===== config.mk =====
export PLATFORM = sky130hd
export DESIGN_NAME = ahb_out_arb_rr_flat
export DESIGN_NICKNAME = d
export VERILOG_FILES = /design/src/rtl/ahb_mtx_pkg.sv /design/src/rtl/ahb_out_arb_rr_if.sv /design/src/rtl/ahb_rr_pick.sv /design/src/rtl/ahb_out_arb_rr.sv /design/src/flat_wrapper.sv
export SDC_FILE = /design/constraint.sdc
export NUM_CORES = 1
export LEC_CHECK = 0
export ABC_AREA = 1
export CAP_MARGIN = 20
export CORE_MARGIN = 4
export CORE_UTILIZATION = 50
export DETAILED_ROUTE_END_ITERATION = 16
export HOLD_SLACK_MARGIN = 0.02
export PLACE_DENSITY_LB_ADDON = 0.25
export REMOVE_ABC_BUFFERS = 1
export SYNTH_ARGS = -nofsm -noshare
export SYNTH_HDL_FRONTEND = slang
export SYNTH_SLANG_ARGS = --single-unit

===== constraint.sdc =====
create_clock -name HCLK -period 3.3 [get_ports HCLK]
set_input_delay 0.66 -clock HCLK [delete_from_list [all_inputs] [get_ports HCLK]]
set_output_delay 0.66 -clock HCLK [all_outputs]
set_load 0.05 [all_outputs]

===== src/rtl/ahb_mtx_pkg.sv =====
// Shared AHB bus-matrix encodings and burst length helper.
package ahb_mtx_pkg;

    typedef enum logic [1:0] {
        HT_IDLE   = 2'b00,
        HT_BUSY   = 2'b01,
        HT_NONSEQ = 2'b10,
        HT_SEQ    = 2'b11
    } htrans_e;

    typedef enum logic [2:0] {
        HB_SINGLE = 3'd0,
        HB_INCR   = 3'd1,
        HB_WRAP4  = 3'd2,
        HB_INCR4  = 3'd3,
        HB_WRAP8  = 3'd4,
        HB_INCR8  = 3'd5,
        HB_WRAP16 = 3'd6,
        HB_INCR16 = 3'd7
    } hburst_e;

    localparam int unsigned MAX_PORTS = 4;

    // Beats remaining after the NONSEQ address phase of a new burst.
    function automatic logic [3:0] burst_len_m1(input logic [2:0] hburst,
                                                input int unsigned incr_max);
        logic [3:0] v_len;
        v_len = 4'd0;
        case (hburst_e'(hburst))
            HB_SINGLE:           v_len = 4'd0;
            HB_INCR:             v_len = (incr_max == 0) ? 4'd0 : 4'(incr_max - 1);
            HB_WRAP4, HB_INCR4:   v_len = 4'd3;
            HB_WRAP8, HB_INCR8:   v_len = 4'd7;
            HB_WRAP16, HB_INCR16: v_len = 4'd15;
            default:             v_len = 4'd0;
        endcase
        return v_len;
    endfunction

endpackage


===== src/rtl/ahb_out_arb_rr_if.sv =====
// Request and muxed address-phase signals between output stage and arbiter.
interface ahb_out_arb_rr_if;
    logic       req_port0;
    logic       req_port1;
    logic       req_port2;
    logic       req_port3;
    logic       HREADYM;
    logic       HSELM;
    logic [1:0] HTRANSM;
    logic [2:0] HBURSTM;
    logic       HMASTLOCKM;
    logic [1:0] addr_in_port;
    logic       no_port;

    modport master (
        output req_port0, req_port1, req_port2, req_port3,
        output HREADYM, HSELM, HTRANSM, HBURSTM, HMASTLOCKM,
        input  addr_in_port, no_port
    );

    modport slave (
        input  req_port0, req_port1, req_port2, req_port3,
        input  HREADYM, HSELM, HTRANSM, HBURSTM, HMASTLOCKM,
        output addr_in_port, no_port
    );
endinterface


===== src/rtl/ahb_rr_pick.sv =====
// Rotate-priority encoder: first request after the pointer wins, pointer itself last.
module ahb_rr_pick
    import ahb_mtx_pkg::*;
#(
    parameter int NUM_PORTS = 4
) (
    input  logic [3:0] i_req,
    input  logic [1:0] i_ptr,
    output logic [1:0] o_winner,
    output logic       o_any_req
);

    logic [3:0] w_req_valid;

    for (genvar g = 0; g < int'(MAX_PORTS); g++) begin : g_mask
        if (g < NUM_PORTS) begin : g_on
            assign w_req_valid[g] = i_req[g];
        end else begin : g_off
            assign w_req_valid[g] = 1'b0;
        end
    end

    // Walk from farthest to nearest so the nearest requester overwrites last.
    always_comb begin
        int unsigned v_idx;
        v_idx     = 0;
        o_winner  = i_ptr;
        o_any_req = 1'b0;
        for (int k = NUM_PORTS; k >= 1; k--) begin
            v_idx = (int'(i_ptr) + k) % NUM_PORTS;
            if (w_req_valid[v_idx[1:0]]) begin
                o_winner  = v_idx[1:0];
                o_any_req = 1'b1;
            end
        end
    end

endmodule


===== src/rtl/ahb_out_arb_rr.sv =====
// Round-robin address-phase arbiter for one bus-matrix output stage.
module ahb_out_arb_rr
    import ahb_mtx_pkg::*;
#(
    parameter int NUM_PORTS      = 4,
    parameter int INCR_MAX_BEATS = 0
) (
    input  logic              HCLK,
    input  logic              HRESETn,
    ahb_out_arb_rr_if.slave   bus
);

    logic [3:0] r_beat_cnt;
    logic [1:0] r_addr_in_port;
    logic       r_no_port;

    logic [3:0] w_req;
    logic [3:0] w_rem_next;
    logic       w_addr_xfer;
    logic       w_hold;
    logic [1:0] w_winner;
    logic       w_any_req;

    assign w_req = {bus.req_port3, bus.req_port2, bus.req_port1, bus.req_port0};

    ahb_rr_pick #(.NUM_PORTS(NUM_PORTS)) u_pick (
        .i_req     (w_req),
        .i_ptr     (r_addr_in_port),
        .o_winner  (w_winner),
        .o_any_req (w_any_req)
    );

    // A deselected port ends any burst in flight, whatever HTRANS says.
    always_comb begin
        w_rem_next = 4'd0;
        if (bus.HSELM) begin
            case (htrans_e'(bus.HTRANSM))
                HT_IDLE:   w_rem_next = 4'd0;
                HT_BUSY:   w_rem_next = r_beat_cnt;
                HT_NONSEQ: w_rem_next = burst_len_m1(bus.HBURSTM, INCR_MAX_BEATS);
                HT_SEQ:    w_rem_next = (r_beat_cnt == 4'd0) ? 4'd0 : r_beat_cnt - 4'd1;
                default:   w_rem_next = 4'd0;
            endcase
        end
    end

    assign w_addr_xfer = bus.HSELM & bus.HTRANSM[1] & bus.HREADYM;
    assign w_hold      = bus.HMASTLOCKM
                       | (bus.HSELM & (bus.HTRANSM == HT_BUSY))
                       | (w_addr_xfer & (w_rem_next != 4'd0));

    always_ff @(posedge HCLK or negedge HRESETn) begin
        if (!HRESETn) begin
            r_beat_cnt     <= 4'd0;
            r_addr_in_port <= 2'd0;
            r_no_port      <= 1'b1;
        end else if (bus.HREADYM) begin
            r_beat_cnt <= w_rem_next;
            if (w_hold) begin
                r_no_port <= 1'b0;
            end else if (w_any_req) begin
                r_addr_in_port <= w_winner;
                r_no_port      <= 1'b0;
            end else begin
                // Keep the last index so the round-robin pointer survives idle periods.
                r_no_port <= 1'b1;
            end
        end
    end

    assign bus.addr_in_port = r_addr_in_port;
    assign bus.no_port      = r_no_port;

endmodule


===== src/flat_wrapper.sv =====
// flat-port wrapper written by rule: the top's interface ports become plain ports
module ahb_out_arb_rr_flat import ahb_mtx_pkg::*;
#(
    parameter int NUM_PORTS      = 4,
    parameter int INCR_MAX_BEATS = 0
)
  (HCLK, HRESETn, bus_req_port0, bus_req_port1, bus_req_port2, bus_req_port3, bus_HREADYM, bus_HSELM, bus_HTRANSM, bus_HBURSTM, bus_HMASTLOCKM, bus_addr_in_port, bus_no_port);
  ahb_out_arb_rr_if bus_i ();
  input  logic HCLK;
  input  logic HRESETn;
  input wire logic [$bits(bus_i.req_port0)-1:0] bus_req_port0;
  input wire logic [$bits(bus_i.req_port1)-1:0] bus_req_port1;
  input wire logic [$bits(bus_i.req_port2)-1:0] bus_req_port2;
  input wire logic [$bits(bus_i.req_port3)-1:0] bus_req_port3;
  input wire logic [$bits(bus_i.HREADYM)-1:0] bus_HREADYM;
  input wire logic [$bits(bus_i.HSELM)-1:0] bus_HSELM;
  input wire logic [$bits(bus_i.HTRANSM)-1:0] bus_HTRANSM;
  input wire logic [$bits(bus_i.HBURSTM)-1:0] bus_HBURSTM;
  input wire logic [$bits(bus_i.HMASTLOCKM)-1:0] bus_HMASTLOCKM;
  output wire logic [$bits(bus_i.addr_in_port)-1:0] bus_addr_in_port;
  output wire logic [$bits(bus_i.no_port)-1:0] bus_no_port;
  assign bus_i.req_port0 = bus_req_port0;
  assign bus_i.req_port1 = bus_req_port1;
  assign bus_i.req_port2 = bus_req_port2;
  assign bus_i.req_port3 = bus_req_port3;
  assign bus_i.HREADYM = bus_HREADYM;
  assign bus_i.HSELM = bus_HSELM;
  assign bus_i.HTRANSM = bus_HTRANSM;
  assign bus_i.HBURSTM = bus_HBURSTM;
  assign bus_i.HMASTLOCKM = bus_HMASTLOCKM;
  assign bus_addr_in_port = bus_i.addr_in_port;
  assign bus_no_port = bus_i.no_port;
  ahb_out_arb_rr #(.NUM_PORTS(NUM_PORTS), .INCR_MAX_BEATS(INCR_MAX_BEATS)) u_core (.HCLK(HCLK), .HRESETn(HRESETn), .bus(bus_i));
endmodule

### Word-level counts from Yosys, hierarchy flattened

Memories as Yosys holds them, arrays and structs flattened.
Index checks and enable logic that the tools add are counted.

* multiplexer cells: 21
* divide/modulo/power cells: 0
* reduce and logical (&&, ||, !) cells: 5
* shift operators: 0
* multipliers: 0
* $lt $le $gt $ge: 4
* add/subtract/negate cells: 5
* bitwise operators: 7
* equality and inequality tests: 3

Operators by type and width (number)
* one-hot mux 4 bit (4 select lines): 1
* < comparator 2 x 3 -> 1 bit (second input constant): 4
* 2-to-1 mux 1 bit: 10
* binary-select mux 1 bit (select 2 bit): 4
* 2-to-1 mux 2 bit: 4
* 2-to-1 mux 4 bit: 2
* nonzero test 4 bit: 2
* adder 2 x 1 -> 2 bit (second input constant): 2
* adder 2 bit (second input constant): 2
* AND 1 bit: 4
* == test 2 bit (second input constant): 2
* logical NOT 4 bit: 1
* AND reduction 4 bit: 1
* subtractor 4 x 1 -> 4 bit (second input constant): 1
* == test 2 x 1 -> 1 bit (second input constant): 1
* logical NOT 2 bit: 1
* OR 1 bit: 2
* NOT 1 bit: 1

* output and inout bits: 3
* latch bits: 0
* memories kept: 1
* ROM bits: 32
* bits in registers: 7
* bits in writable memories: 0

Memories
* (no name shown): words 8, width 4, read ports 1, clocked after memory_dff 0, write ports 0, line ahb_mtx_pkg.sv:29 `case (hburst_e'(hburst))`

### Depth between registers and ports, before layout

Gate-level depths: netlist of the first run.

* depth in word-level cells: 9
* depth in mapped cells: 15

### Hierarchy

Synthesis of the first run repeated with hierarchy kept, for this count alone.

* cells, all modules: 127
* area, all modules: 760.7 sq um

By module, submodules not included
* ahb_out_arb_rr: seq. area each 176.4 sq um, instances 1, cells each 80, area an instance 519.2 sq um
* ahb_rr_pick: seq. area each 0.0 sq um, instances 1, cells each 47, area an instance 241.5 sq um

### Worst setup path after synthesis of the first run

Ideal clock, no wire load.

* kind: register -> register
* start: reg u_core.r_addr_in_port[0] (netlist: u_core.bus.addr_in_port[0])
* end: reg u_core.r_addr_in_port[0] (netlist: u_core.bus.addr_in_port[0])
* arrival time: 1.583 ns
* cell stages (with the launch flop): 10
* library setup time: 0.118 ns
* path buffers: 1
* slack: 1.599 ns
* period minus slack after synthesis: 1.701 ns
* required time: 3.182 ns
* cells stage by stage: dfrtp_1 -> buf_2 -> o21ai_0 -> or2_1 -> nand2_1 -> inv_2 -> nand2_1 -> nand4_1 -> nand2_1 -> nand2_1

* longest elaborated chain between the ends: 8

RTL lines
* from (decl): line ahb_out_arb_rr.sv:14 `logic [1:0] r_addr_in_port;`
* from (signal assigned): line ahb_out_arb_rr.sv:62 `r_addr_in_port <= w_winner;`
* adder 2 x 1 -> 2 bit: line ahb_rr_pick.sv:30 `v_idx = (int'(i_ptr) + k) % NUM_PORTS;`
* binary-select mux 1 bit (select 2 bit): line ahb_rr_pick.sv:31 `if (w_req_valid[v_idx[1:0]]) begin`
* 2-to-1 mux 1 bit (not written as such): line ahb_rr_pick.sv:31
* 2-to-1 mux 1 bit (4 in series): line ahb_rr_pick.sv:31
* AND reduction 4 bit (no line)

Parallel ways exist; a longest one is shown, timed or not. The select of a mux whose other input is x is not followed.
A chain may end at the register's enable or synchronous reset.

### Final worst setup path of the first run

* start: reg u_core.r_addr_in_port[0] (netlist: u_core.bus.addr_in_port[0])
* end: out bus_addr_in_port[0]

RTL lines
* to (decl): line flat_wrapper.sv:20 `output wire logic [$bits(bus_i.addr_in_port)-1:0] bus_addr_in_port;`

No word-level cell between the ends.

==> reports/metrics.csv, run 1 <==
metric,value,unit
CP Cell Sequence,clkdlybuf4s50_1,
Die Height,44.9,um
DR pass1 iterations,4,
worst slew pin tran,0.494,ns
Root Driver,clkbuf_4,
DR DRC count,0,
Worst path max stage delay,0.87,ns
crit path capture type,output pin,
Crit path required time,2.64,ns
pre-CTS setup slack,1.05,ns
routed wire length,1.47,mm
Hold Fails Final Rpt,0,
sequential fraction of the synthesis area,26.0,%
Worst R2R Setup Slack,1.61,ns
post-route setup slack,0.971,ns
Finished Core Util,67.7,%
maximum number of pins on one net before global-route repair,12,
min cycle time layout,2.33,ns
Hold Path Class,flip-flop to flip-flop,
H-tree Lvls,1,
post-synth top area cell,nand2_1,
Post-synth EDFFs,0,
status,finished clean,
first-pass GRT wire length,2.55,mm
mux contribution to synthesized area,1.47,%
count of input and output buffers,15,
RSZ-0062 raised after global routing,no,
Synth Instances,118,
metal3 WL,88,um
initial antenna violation count,0,
Diodes inserted,0,
Peak Freq,0.429,GHz
critical path class,flip-flop to output pin,
vias,752,
GRT Total Usage,16.4,%
Slew HR,67.0,%
metal1 wirelength,742,um
area delta synth->final,28.0,%
CP arrival,1.67,ns
CTS tree,built,
initial core utilization,52.9,%
dpl hpwl,1.18,mm
Ports,17,
RR Endpoint,u_core.bus.addr_in_port[1]$_DFFE_PN0P_,
die area,0.00201,mm2
Routed Antenna Nets,0,
largest family of logic cells by synthesized area,simple AND/OR/NAND/NOR gates,
total of max-cap violations,0,
Total Power,0.484,mW
fin crit share,70.6,%
hold_ws,0.482,ns
Post-Synth XOR/XNOR Area,1.29,%
layout cells sized above 1,9.56,%
TNS Setup,0,ns
Pins Over Slew Limit,0,
"Avg Cell Area, Syn",5.76,um2
number of gates resized after cts,0,
asr flop ratio synth,100,%
hold_sp,u_core.bus.no_port$_DFFE_PN1P_,
area of the multi-input gates,422,um2
cell depth of the worst min-delay path,2,
Commonest cells post-synth,"44 x nand2_1, 17 x inv_1, 11 x nor2_1",
total gr overflow,0,
critical path launch point,u_core.bus.addr_in_port[0]$_DFFE_PN0P_,
row count,13,
Die Width,44.9,um
drt via density,4.98,
setup bufs post-CTS,0,
fillers,135,
CTS Buf Count,3,
hold buffers post-CTS,0,
vias in the first global route,658,
GP Congestion,0.802,
core area,0.00128,mm2
Synth Area in Adders,3.68,%
"Buf+Inv Stages, Crit Path",1,
maximum clock path buffer count,2,
# clock sinks,7,
worst skew pair latency,0.25,ns
Worst path top cell family by delay,buffers and inverters,
First DRT Iteration DRCs,19,
maximum VDD drop,0.388,mV
Synth Area in Simple Gates,46.2,%
routed wl met2,635,um
clk slew on worst S/H paths,0.05,ns
Seq cells post-synth,7,
power density over the cells,557,mW/mm2
R2R Path Start,u_core.r_beat_cnt[0]$_DFFE_PN0P_,
Max Used Layer,met3,
Syn. warnings,0,
endpoints failing setup,0,
Worst path slowest cell,clkdlybuf4s50_1,
post-synth top area share,24.3,%
Leakage,0.455,nW
register area,176,um2
Synth Area in Compound Gates,9.39,%
post-route clock skew,0.00633,ns
Post-Syn Area,679,um2
Post-synth top flop,dfrtp_1,
"top cells by area, synth","nand2_1 24%, dfrtp_1 22%, inv_1 9.4%, nor2_1 6.1%, nand3_1 5.9%",
# nets final,153,
routed length per instance,9.71,um
Hold EP,u_core.bus.no_port$_DFFE_PN1P_,
CP max FO,11,
R2R cell count,13,
Synth cell types,23,
top-count cell post-synth,nand2_1,
CP startpoint kind,flip-flop,
## worst max-delay path by stage
stage	endpoint	slack, ns	cells after the start
after CTS	bus_addr_in_port[0]	0.96	1
final	bus_addr_in_port[0]	0.97	1
after global placement	u_core.bus.addr_in_port[1]$_DFFE_PN0P_	1.08	14
after global routing	bus_addr_in_port[0]	0.91	1
after detailed placement	u_core.bus.addr_in_port[1]$_DFFE_PN0P_	1.05	14
after floorplan	u_core.bus.addr_in_port[0]$_DFFE_PN0P_	1.59	8
## metrics by stage
stage | instances | instance area (um2)
floorplan | 117 | 674
global placement | 147 | 843
detailed placement | 147 | 843
CTS | 151 | 870
global route | 151 | 870
finish | 151 | 870
## cell type report
class                      instances  share of cell area [%]
clock buffer                       4                    3.02
inverter                          20                    8.78
sequential                         7                    20.3
multi-input combinational         90                    48.5
tap                               15                    2.16
timing repair buffer              15                    17.3
## worst reg2reg max path: cells and delay by family (launching register included)
family	cells	cell delay, ns
adders and majority gates	1	0.29
buffers and inverters	1	0.11
DFF	1	0.40
and+or+nand+nor	11	0.80
## power by group
part	total, mW	internal [mW]	switching (mW)
combinational	0.273	0.104	0.169
clock	0.0748	0.0460	0.0288
sequential	0.136	0.103	0.0328
## placed cells by master (no fill, tap or decap)
cell type and count:
a21oi_1 2, a21oi_2 1, clkbuf_1 1, clkbuf_4 3, clkdlybuf4s50_1 15, clkinv_2 1
dfrtp_1 6, dfstp_2 1, ha_1 2, inv_1 17, inv_2 2, mux2i_1 1
nand2_1 44, nand2_2 2, nand2b_1 1, nand3_1 8, nand4_1 2, nor2_1 11
nor2_2 3, nor3_1 1, nor4_1 1, o21ai_0 8, o21ai_1 1, or2_1 1
xor2_1 1
## state kept, by name (all words and copies together) (netlist names)
name / count
u_core.r_beat_cnt: 4
u_core.bus.addr_in_port: 2
u_core.bus.no_port: 1
## cells by family (layout without fill, tap and decap cells)
| family | after synthesis | count (layout) |
|---|---|---|
| fa+ha+maj | 2 | 2 |
| flops | 7 | 7 |
| simple gates | 74 | 74 |
| buf+inv | 21 | 39 |
| mux | 1 | 1 |
| xor+xnor | 1 | 1 |
| compound gates | 12 | 12 |
## routing by layer
metal / global-route usage, % / up-vias
met2: 24.1 / 20
li1: - / 402
met3: 1.20 / 0
met5: 0 / -
met1: 24.7 / 330
met4: 7.02 / 0
No activity file was read; power rests on OpenSTA's default activity.
==> run 2, diff against run 1 <==
--- a/config.mk
+++ b/config.mk
@@ -8,7 +8,7 @@
 export ABC_AREA = 1
 export CAP_MARGIN = 20
 export CORE_MARGIN = 4
-export CORE_UTILIZATION = 50
+export CORE_UTILIZATION = 47
 export DETAILED_ROUTE_END_ITERATION = 16
 export HOLD_SLACK_MARGIN = 0.02
 export PLACE_DENSITY_LB_ADDON = 0.25
==> constraint.sdc (replaced) <==
create_clock -name HCLK -period 2.4 [get_ports HCLK]
set_input_delay 0.48 -clock HCLK [delete_from_list [all_inputs] [get_ports HCLK]]
set_output_delay 0.48 -clock HCLK [all_outputs]
set_load 0.05 [all_outputs]
==> reports/metrics.csv, run 2 (synthesis results as in run 1) <==
metric,value,unit,change
CP Depth,1,,unchanged
Slew HR,66.9,%,about the same
Pins Over Slew Limit,0,,unchanged
routing usage on met2,23.4,%,-0.72 points
R2R cell count,13,,unchanged
"commonest non-fill, non-tap cell in the layout",nand2_1,,
min cycle time layout,2.19,ns,
DR DRC count,0,,unchanged
met3 usage,2.37,%,+1.2 points
endpoints failing setup,0,,unchanged
area of the multi-input gates,422,um2,unchanged
RSZ-0062 raised after global routing,no,,
worst skew pair latency,0.26,ns,about the same
routed wire length,1.55,mm,+5.9%
row count,13,,unchanged
Root Driver,clkbuf_4,,
Worst path slowest cell,clkdlybuf4s50_1,,
Die Height,46.0,um,+2.6%
setup bufs post-CTS,0,,unchanged
Routed Antenna Nets,0,,unchanged
CTS tree,built,,
count of input and output buffers,15,,unchanged
Crit path required time,1.92,ns,-0.72 ns
met1 Usage GRT,21.2,%,-3.5 points
post-route clock skew,0.00355,ns,-0.00278 ns
RR Endpoint,u_core.bus.addr_in_port[1]$_DFFE_PN0P_,,
max reg flops,4,,unchanged
power density over the cells,775,mW/mm2,+39%
"commonest non-fill, non-tap cells in the layout","44 x nand2_1, 17 x inv_1, 15 x clkdlybuf4s50_1",,
total gr overflow,0,,unchanged
Reg power frac,28.1,%,about the same
vias,736,,-2.1%
maximum VDD drop,0.557,mV,+43%
fin crit share,91.3,%,
dpl hpwl,1.25,mm,+6.2%
Die Width,46.0,um,+2.6%
Hold Path Class,input port to asynchronous set/reset pin,,
Worst R2R Setup Slack,0.65,ns,-0.96 ns
status,finished clean,,
maximum clock path buffer count,2,,unchanged
crit path capture type,output pin,,
Leakage,0.458,nW,+0.60%
critical path class,flip-flop to output pin,,
TNS Setup,0,ns,unchanged
area delta synth->final,28.2,%,
CP max FO,11,,unchanged
H-tree Lvls,1,,unchanged
Worst path top cell family by delay,buffers and inverters,,
CP startpoint kind,flip-flop,,
clock share of power,16.8,%,+1.3 points
Worst path max stage delay,0.88,ns,about the same
core area,0.00133,mm2,+3.8%
Most Crowded Layer GR,met2,,
die area,0.00212,mm2,+5.2%
Finished Cell Area,871,um2,+0.14%
routed length per instance,10.3,um,+5.9%
drt via density,4.87,,-2.1%
maximum number of pins on one net before global-route repair,12,,unchanged
register area,176,um2,unchanged
number of gates resized after cts,0,,unchanged
Peak Freq,0.456,GHz,
# clock sinks,7,,unchanged
DP Area,843,um2,unchanged
CTS Buf Count,3,,unchanged
largest register by flop count,u_core.r_beat_cnt,,
CP Cell Sequence,clkdlybuf4s50_1,,
Combinational Power Share,55.1,%,-1.3 points
worst slew pin tran,0.495,ns,+0.000772 ns
DR pass1 iterations,4,,unchanged
"Buf+Inv Stages, Crit Path",1,,unchanged
internal cell power,0.345,mW,+37%
# nets final,153,,unchanged
Diodes inserted,0,,unchanged
First DRT Iteration DRCs,19,,unchanged
Hold Fails Final Rpt,0,,unchanged
vias in the first global route,597,,-9.3%
pre-CTS setup slack,0.266,ns,-0.780 ns
GRT Total Usage,15.9,%,-0.54 points
initial core utilization,50.9,%,-1.9 points
GP Congestion,0.800,,-0.20%
R2R Path Start,u_core.r_beat_cnt[0]$_DFFE_PN0P_,,
first-pass GRT wire length,2.35,mm,-7.6%
total of max-cap violations,0,,unchanged
initial antenna violation count,0,,unchanged
CP arrival,1.71,ns,+0.04 ns
Sw Share,48.8,%,+1.1 points
layout cells sized above 1,10.3,%,+0.74 points
hold_ws,0.467,ns,-0.0146 ns
Ports,17,,unchanged
clk slew on worst S/H paths,0.06,ns,about the same
fillers,130,,-3.7%
post-route setup slack,0.209,ns,-0.762 ns
hold buffers post-CTS,0,,unchanged
switching power total,0.329,mW,+43%
[run 2: worst register-to-register path, cell delays in order (launching register included)]
cell	delay, ns
dfrtp_1	0.40
inv_1	0.10
ha_1	0.28
nor2_1	0.04
nand2_1	0.06
nand3_1	0.06
nand2_1	0.09
nand3_1	0.11
nor2_1	0.11
nor2_1	0.05
nor2_2	0.16
nand2_1	0.07
nand2_1	0.06
nand2_1	0.04
[run 2: per-stage QoR]
stage	std cells	total power, mW	util, %
after floorplan	117	0.456	-
after global placement	147	0.550	63.2
after detailed placement	147	0.562	63.2
after CTS	151	0.681	65.3
after global routing	151	0.734	65.3
final	151	0.675	65.3
[run 2: worst max-delay path by stage]
stage / end / slack, ns / startpoint
global placement: u_core.bus.addr_in_port[1]$_DFFE_PN0P_ / 0.33 / bus_HTRANSM[0]
detailed placement: u_core.bus.addr_in_port[1]$_DFFE_PN0P_ / 0.27 / bus_HTRANSM[0]
floorplan: u_core.bus.addr_in_port[0]$_DFFE_PN0P_ / 0.69 / u_core.bus.addr_in_port[0]$_DFFE_PN0P_
finish: bus_addr_in_port[0] / 0.21 / u_core.bus.addr_in_port[0]$_DFFE_PN0P_
CTS: bus_addr_in_port[0] / 0.22 / u_core.bus.addr_in_port[0]$_DFFE_PN0P_
global route: bus_addr_in_port[0] / 0.17 / u_core.bus.addr_in_port[0]$_DFFE_PN0P_
[run 2: layer usage]
metal | vias to the layer above | wire length [um]
li1 | 401 | -
met1 | 316 | 765
met2 | 14 | 679
met3 | 5 | 71
met4 | 0 | 36
met5 | - | 0
[run 2: cell type report]
class | instances | share of cell area [%]
timing repair buffer | 15 | 17.2
clock inverter | 1 | 0.575
sequential | 7 | 20.3
tap | 15 | 2.16
inverter | 20 | 8.76
multi-input combinational | 90 | 48.4
clock buffer | 3 | 2.59
[run 2: power groups by stage]
stage / clock [mW] / combinational, mW / sequential, mW
after global placement: 0 / 0.363 / 0.188
after detailed placement: 0 / 0.371 / 0.191
after floorplan: 0 / 0.216 / 0.240
after CTS: 0.119 / 0.374 / 0.188
final: 0.114 / 0.372 / 0.190
after global routing: 0.123 / 0.418 / 0.193
